`config.mk`:
```
export PLATFORM = sky130hd
export DESIGN_NAME = spatz_vlsu_mp
export DESIGN_NICKNAME = d
export VERILOG_FILES = /design/src/rtl/spatz_vlsu_mp.sv
export SDC_FILE = /design/constraint.sdc
export NUM_CORES = 1
export LEC_CHECK = 0
export CORE_ASPECT_RATIO = 1.25
export CORE_MARGIN = 8
export CORE_UTILIZATION = 50
export CTS_CLUSTER_SIZE = 14
export DETAILED_ROUTE_END_ITERATION = 16
export PLACE_DENSITY_LB_ADDON = 0.2
export SKIP_LAST_GASP = 1
export SLEW_MARGIN = 0
export SYNTH_ARGS = -nofsm -noshare
export SYNTH_HDL_FRONTEND = slang
export SYNTH_SLANG_ARGS = --single-unit
```
`constraint.sdc`:
```
create_clock -name clk_i -period 7.1 [get_ports clk_i]
set_clock_uncertainty 0.2 [all_clocks]
set_input_delay 1.42 -clock clk_i [delete_from_list [all_inputs] [get_ports clk_i]]
set_output_delay 1.42 -clock clk_i [all_outputs]
set_load 0.02 [all_outputs]
```
`src/rtl/spatz_vlsu_mp.sv`:
```
// Multi-port strided vector load/store unit: one instruction at a time, 32-bit elements round-robin over N memory ports.
// Latency: loads commit a VRF word once every active lane FIFO holds data; stores take one VRF read plus per-lane issue per word.
// Backpressure: per-port load credits bound outstanding reads; mem/VRF valids hold until the handshake, never depending on ready.
// Ports: req_* (instruction in), rsp_* (completion pulse), vrf_w*/vrf_r* (VRF write/read), mem_* (per-port memory requests/responses).
module spatz_vlsu_mp #(
    parameter int NR_MEM_PORTS         = 2,
    parameter int NR_OUTSTANDING_LOADS = 4,
    parameter int VRF_AW               = 8,
    parameter int VL_W                 = 16,
    parameter int ID_W                 = 5
) (
    input  logic                      clk_i,
    input  logic                      rst_ni,
    input  logic                      req_valid_i,
    output logic                      req_ready_o,
    input  logic                      req_store_i,
    input  logic [ID_W-1:0]           req_id_i,
    input  logic [31:0]               req_base_i,
    input  logic [31:0]               req_stride_i,
    input  logic [VL_W-1:0]           req_vl_i,
    input  logic [VRF_AW-1:0]         req_vd_i,
    output logic                      rsp_valid_o,
    output logic [ID_W-1:0]           rsp_id_o,
    output logic [VRF_AW-1:0]         vrf_waddr_o,
    output logic [32*NR_MEM_PORTS-1:0] vrf_wdata_o,
    output logic                      vrf_we_o,
    output logic [4*NR_MEM_PORTS-1:0] vrf_wbe_o,
    input  logic                      vrf_wvalid_i,
    output logic [VRF_AW-1:0]         vrf_raddr_o,
    output logic                      vrf_re_o,
    input  logic [32*NR_MEM_PORTS-1:0] vrf_rdata_i,
    input  logic                      vrf_rvalid_i,
    output logic [NR_MEM_PORTS-1:0]   mem_valid_o,
    input  logic [NR_MEM_PORTS-1:0]   mem_ready_i,
    output logic [32*NR_MEM_PORTS-1:0] mem_addr_o,
    output logic [NR_MEM_PORTS-1:0]   mem_we_o,
    output logic [32*NR_MEM_PORTS-1:0] mem_wdata_o,
    input  logic [NR_MEM_PORTS-1:0]   mem_rvalid_i,
    input  logic [32*NR_MEM_PORTS-1:0] mem_rdata_i
);
    localparam int N  = NR_MEM_PORTS;
    localparam int L  = NR_OUTSTANDING_LOADS;
    localparam int CW = $clog2(L + 1);
    localparam int PW = (L > 1) ? $clog2(L) : 1;
    localparam int EW = VL_W + 1;

    typedef enum logic [2:0] {S_IDLE, S_LOAD, S_ST_READ, S_ST_WRITE, S_DONE} state_e;
    state_e r_state, w_state_nxt;

    logic [ID_W-1:0]   r_id;
    logic [31:0]       r_stride;
    logic [VL_W-1:0]   r_vl;
    logic [VRF_AW-1:0] r_vd, r_word;
    logic [EW-1:0]     r_elem;            // element index of lane 0 in the current word
    logic [31:0]       r_addr      [N];   // next address per port; shared by load issue and store lanes
    logic [EW-1:0]     r_issue_idx [N];   // next element index a load port will request
    logic [CW-1:0]     r_credit    [N];
    logic [31:0]       r_fifo      [N][L];
    logic [PW-1:0]     r_wptr      [N];
    logic [PW-1:0]     r_rptr      [N];
    logic [CW-1:0]     r_cnt       [N];
    logic [N-1:0]      r_st_done;         // store lanes already accepted for the current word
    logic [32*N-1:0]   r_stbuf;

    logic [N-1:0] w_lane_act, w_mem_vld, w_mem_hs, w_push, w_pop, w_fifo_full, w_fifo_ne;
    logic         w_last_word, w_commit_rdy, w_commit, w_st_all;

    always_comb begin
        w_lane_act  = '0;
        w_fifo_ne   = '0;
        w_fifo_full = '0;
        w_push      = '0;
        w_mem_vld   = '0;
        w_last_word = (r_elem + EW'(N)) >= {1'b0, r_vl};
        for (int p = 0; p < N; p++) begin
            w_lane_act[p]  = (r_elem + EW'(p)) < {1'b0, r_vl};
            w_fifo_ne[p]   = (r_cnt[p] != '0);
            w_fifo_full[p] = (r_cnt[p] == CW'(L));
            w_push[p]      = (r_state == S_LOAD) && mem_rvalid_i[p];
            if (r_state == S_LOAD)
                w_mem_vld[p] = (r_issue_idx[p] < {1'b0, r_vl}) && (r_credit[p] != '0);
            else if (r_state == S_ST_WRITE)
                w_mem_vld[p] = w_lane_act[p] && !r_st_done[p];
        end
        w_mem_hs     = w_mem_vld & mem_ready_i;
        w_commit_rdy = (r_state == S_LOAD) && (&(~w_lane_act | w_fifo_ne));
        w_commit     = w_commit_rdy && vrf_wvalid_i;
        w_pop        = {N{w_commit}} & w_lane_act;
        // A lane counts as done if accepted earlier in this word or in this cycle.
        w_st_all     = (r_state == S_ST_WRITE) && (&(~w_lane_act | r_st_done | w_mem_hs));
    end

    always_comb begin
        w_state_nxt = r_state;
        case (r_state)
            S_IDLE: begin
                if (req_valid_i) begin
                    if (req_vl_i == '0)   w_state_nxt = S_DONE;
                    else if (req_store_i) w_state_nxt = S_ST_READ;
                    else                  w_state_nxt = S_LOAD;
                end
            end
            S_LOAD:     if (w_commit && w_last_word) w_state_nxt = S_DONE;
            S_ST_READ:  if (vrf_rvalid_i) w_state_nxt = S_ST_WRITE;
            S_ST_WRITE: if (w_st_all) w_state_nxt = w_last_word ? S_DONE : S_ST_READ;
            S_DONE:     w_state_nxt = S_IDLE;
            default:    w_state_nxt = S_IDLE;
        endcase
    end

    always_comb begin
        req_ready_o = (r_state == S_IDLE);
        rsp_valid_o = (r_state == S_DONE);
        rsp_id_o    = (r_state == S_DONE) ? r_id : '0;
        vrf_we_o    = w_commit_rdy;
        vrf_waddr_o = (r_state == S_LOAD) ? (r_vd + r_word) : '0;
        vrf_re_o    = (r_state == S_ST_READ);
        vrf_raddr_o = (r_state == S_ST_READ) ? (r_vd + r_word) : '0;
        vrf_wdata_o = '0;
        vrf_wbe_o   = '0;
        mem_valid_o = w_mem_vld;
        mem_addr_o  = '0;
        mem_we_o    = '0;
        mem_wdata_o = '0;
        for (int p = 0; p < N; p++) begin
            if ((r_state == S_LOAD) && w_lane_act[p]) begin
                vrf_wdata_o[32*p +: 32] = r_fifo[p][r_rptr[p]];
                vrf_wbe_o[4*p +: 4]     = 4'hF;
            end
            if (w_mem_vld[p]) mem_addr_o[32*p +: 32] = r_addr[p];
            if (w_mem_vld[p] && (r_state == S_ST_WRITE)) begin
                mem_we_o[p]             = 1'b1;
                mem_wdata_o[32*p +: 32] = r_stbuf[32*p +: 32];
            end
        end
    end

    always_ff @(posedge clk_i or negedge rst_ni) begin
        if (!rst_ni) begin
            r_state   <= S_IDLE;
            r_id      <= '0;
            r_stride  <= '0;
            r_vl      <= '0;
            r_vd      <= '0;
            r_word    <= '0;
            r_elem    <= '0;
            r_st_done <= '0;
            r_stbuf   <= '0;
            for (int p = 0; p < N; p++) begin
                r_addr[p]      <= '0;
                r_issue_idx[p] <= '0;
                r_credit[p]    <= CW'(L);
                r_wptr[p]      <= '0;
                r_rptr[p]      <= '0;
                r_cnt[p]       <= '0;
                for (int e = 0; e < L; e++) r_fifo[p][e] <= '0;
            end
        end else begin
            r_state <= w_state_nxt;
            if ((r_state == S_IDLE) && req_valid_i) begin
                r_id      <= req_id_i;
                r_stride  <= req_stride_i;
                r_vl      <= req_vl_i;
                r_vd      <= req_vd_i;
                r_word    <= '0;
                r_elem    <= '0;
                r_st_done <= '0;
                for (int p = 0; p < N; p++) begin
                    r_addr[p]      <= req_base_i + 32'(p) * req_stride_i;
                    r_issue_idx[p] <= EW'(p);
                end
            end
            for (int p = 0; p < N; p++) begin
                if (w_mem_hs[p]) begin
                    r_addr[p] <= r_addr[p] + r_stride * 32'(N);
                    if (r_state == S_LOAD) r_issue_idx[p] <= r_issue_idx[p] + EW'(N);
                end
                // Issue uses the registered credit, so a same-cycle return is visible next cycle.
                case ({w_mem_hs[p] && (r_state == S_LOAD), w_pop[p]})
                    2'b10:   r_credit[p] <= r_credit[p] - CW'(1);
                    2'b01:   r_credit[p] <= r_credit[p] + CW'(1);
                    default: r_credit[p] <= r_credit[p];
                endcase
                if (w_push[p]) begin
                    r_fifo[p][r_wptr[p]] <= mem_rdata_i[32*p +: 32];
                    r_wptr[p] <= (r_wptr[p] == PW'(L-1)) ? '0 : r_wptr[p] + PW'(1);
                end
                if (w_pop[p]) r_rptr[p] <= (r_rptr[p] == PW'(L-1)) ? '0 : r_rptr[p] + PW'(1);
                r_cnt[p] <= r_cnt[p] + CW'(w_push[p]) - CW'(w_pop[p]);
            end
            if ((r_state == S_ST_READ) && vrf_rvalid_i) r_stbuf <= vrf_rdata_i;
            if (r_state == S_ST_WRITE) r_st_done <= w_st_all ? '0 : (r_st_done | w_mem_hs);
            if (w_commit || w_st_all) begin
                r_elem <= r_elem + EW'(N);
                r_word <= r_word + VRF_AW'(1);
            end
        end
    end

    // Credits cap outstanding loads at the FIFO depth, so a push into a full FIFO means a broken invariant.
    assert property (@(posedge clk_i) disable iff (!rst_ni) (w_push & w_fifo_full) == '0);

endmodule

```
==> impl_results.md <==
- Post-Syn Nets: 3211
- Drt initial violations: 1434
- CP max-delay cell: o31ai_4
- Clk_lat worst skew: 0.61 ns
- Top-area cell type share of the netlist area: 43.2%
- Share of cells above drive strength 1: 16.7%
- First-pass GRT wire length: 140000 um
- Max-slew headroom: 16.6%
- Total Power: 17100 uW
- Non-Filler Instances: 3991
- Yosys top cell by area: dfrtp_1
- Critical Path End Type: output pin
- Tightest Pin Transition: 1.25 ns
- Die Wd: 237 um
- PwrDens: 457 mW/mm2
- Top cell by count, worst path: a21o_1
- Switch Pwr: 6830 uW
- Clk slew on worst S/H paths: 0.06 ns
- Peak supply drop: 280 uV
- Post-CTS setup buffer count: 0
- Crit path kind: flop to output pin
- Htree depth: 2
- Period minus WS final: 6.19 ns
- Most common cell in the netlist: dfrtp_1
- CTS buffer count: 55
- Critical Path Fanout Max: 36
- Final global-route overflow total: 0
- Clock share of power: 17.0%
- Vias in the first global route: 24010
- WHS Path Cells: 1
- Comb pwr share: 51.7%
- # IOs: 460
- Yosys reg bits: 527
- Pin count of the biggest net entering global routing: 190
- Hpwl dp: 65500 um
- Cell area after synthesis: 0.0304 mm2
- P_int: 10300 uW
- Final worst path period share: 87.2%
- Layout Area Growth over Synthesis: 23.1%
- Sequential area share after synthesis: 43.3%
- Fmax: 162 MHz
- Placed cells: 3886
- Synth warn: 0
- Wire per inst: 22.4 um
- Reg power frac: 31.4%
- Max Slew Vio Count: 0
- Crit path DAT: 4.57 ns
- Rows: 101
- Clk sink count: 527
- Die height: 292 um
- Post_cts resized: 0
- Nets: 3603
- CTS Root Cell: clkbuf_16
- Post-Synthesis Cells: 2779
- P_leak: 0.0167 uW
- Most frequent cells after synthesis: 525 x dfrtp_1, 326 x mux2_2, 264 x nand2_1
- Global placer's final weighted congestion: 0.923
- WP data required: 5.48 ns
- PortBufs: 459
- Top FF cell, synth: dfrtp_1
- Unrepaired setup endpoints after global routing: false
- Min-delay worst type: flop to flop
- Crit path launch type: flop
- CTS Hold Bufs: 0
- Synth top area cells: dfrtp_1 43%, mux2_2 12%, ha_1 7.9%
- Tot GR Track Use: 25.3%
- CTS tree: done
- Status: finished clean
- Max Root-Sink Buffers: 3
- Core area: 0.0605 mm2
- Antenna violations before repair: 17
- CP max stage delay: 1.07 ns
- TNS Setup: 0 ns
- Total Routed Length: 89400 um
- Final setup violation count: 0
- Residual DRC: 0
- Via Count: 23159
- Starting density of the core: 50.3%
- Die ar.: 0.0691 mm2
- First drt pass iteration count: 5
- Reg2Reg Depth: 12
- Vias per Instance: 5.80
- Number of synthesized flops with an enable pin: 0
- Post-detailed-route count of antenna-violating nets: 0
- Mapped Avg Cell Area: 11.0 um2
- Cells along the critical path: inv_1 -> ha_1 -> a21o_1 -> a21o_1 -> a21o_1 -> a2111oi_4 -> o31ai_4 -> o31ai_4 -> and2_1 -> clkdlybuf4s50_1
- # Max-Cap Violations: 0
- Final Hold Vio Count: 0
- Sw Share: 39.9%
- Async S/R FF share, synth: 100%
- Synth unique cells: 80
[worst paths after layout]
check                                      startpoint                          to  slack (ns)
max in group asynchronous                      rst_ni       r_rptr[1]$_DFFE_PN0P_        4.50
hold / removal             r_issue_idx[0]$_DFFE_PN0N_  r_issue_idx[0]$_DFFE_PN0N_        0.26
hold reg to reg            r_issue_idx[0]$_DFFE_PN0N_  r_issue_idx[0]$_DFFE_PN0N_        0.26
setup reg to reg                 r_vl[10]$_DFFE_PN0P_      r_addr[26]$_DFFE_PN0P_        1.91
min in group asynchronous                      rst_ni      r_addr[42]$_DFFE_PN0P_        0.60
setup / recovery                 r_vl[10]$_DFFE_PN0P_              mem_addr_o[57]        0.91
[metrics by stage]
| stage | area, um2 | setup WS, ns | util, % | hold WS [ns] |
|---|---|---|---|---|
| 3_5_place_dp | 35600 | 1.48 | 58.9 | 0.244 |
| 4_1_cts | 37400 | 0.820 | 61.9 | 0.266 |
| 5_1_grt | 37400 | 0.677 | 61.9 | 0.287 |
| 3_3_place_gp | 35600 | 1.70 | 58.9 | 0.246 |
| 2_1_floorplan | 30400 | 2.63 | - | 0.225 |
| 6_report | 37500 | 0.910 | 61.9 | 0.265 |
[cells by family (layout without fill, tap and decap cells)]
kind of cell             Yosys count  after routing  synth area share (%)
AO/OA/AOI/OAI                    500            500                  11.0
XOR/XNOR                         109            109                  3.14
adder cells (fa/ha/maj)          201            201                  8.46
buffers and inverters            221            653                  2.91
flip-flops                       527            527                  43.3
multiplexers                     418            418                  17.7
other                              0              8                     0
AND/OR/NAND/NOR                  803            803                  13.4
[cell usage in the layout (no fill, tap or decap), drive strengths merged, types with 11 or more instances in the layout]
cell type and n:
a211oi 21, a21o 60, a21oi 91, a221o 17, a22oi 31, a31oi 19, and2 117, and3 29
buf 25, clkbuf 83, clkdlybuf4s50 458, dfrtp 525, ha 193, inv 73, mux2 326, mux2i 28
mux4 64, nand2 264, nand2b 27, nand3 55, nand4 17, nor2 103, nor2b 119, nor3 22
o211ai 12, o21a 26, o21ai 137, o21bai 11, o31ai 14, xnor2 50, xor2 59
[flip-flops by register name, summed over array words and instances (netlist names)]
signal	count
r_vd	8
r_fifo	256
r_vl	16
r_stbuf	64
r_credit	6
r_st_done	2
r_id	5
r_addr	64
r_cnt	6
r_wptr	4
r_issue_idx	34
r_state	3
r_word	8
r_elem	16
r_rptr	4
r_stride	31
[layer usage]
| layer | up-vias | GRT usage, % | routed length (um) |
|---|---|---|---|
| li1 | 10745 | - | - |
| met1 | 11608 | 31.9 | 37100 |
| met2 | 637 | 43.4 | 44200 |
| met3 | 153 | 5.48 | 5540 |
| met4 | 16 | 7.30 | 2490 |
| met5 | - | 0 | 106 |
[power groups by stage]
stage,registers (uW),logic [uW],clock network (uW)
5_1_grt,5510,9660,3090
4_1_cts,5350,8890,2980
3_5_place_dp,5400,8840,0
2_1_floorplan,4940,6290,0
3_3_place_gp,5290,8630,0
6_report,5370,8850,2900
[area by class of cell]
| type | count | area [um2] |
|---|---|---|
| fillers | 4889 | 23100 |
| diodes | 8 | 20.0 |
| flip-flops and latches | 527 | 13200 |
| well taps | 772 | 966 |
| inverters | 73 | 274 |
| repair buffers | 483 | 4800 |
| clock inverters | 14 | 200 |
| clock buffers | 83 | 1600 |
| multi-input cells | 2031 | 16400 |
[worst max-delay path, delay by kind of cell, from the launching register on]
kind	cells	cell delay [ns]
buffers and inverters	2	0.81
adders and majority gates	1	0.30
and+or+nand+nor	1	0.27
DFF	1	0.36
AOI/OAI and AO/OA	6	2.21
Note: power is estimated with default switching activity, not from simulation.
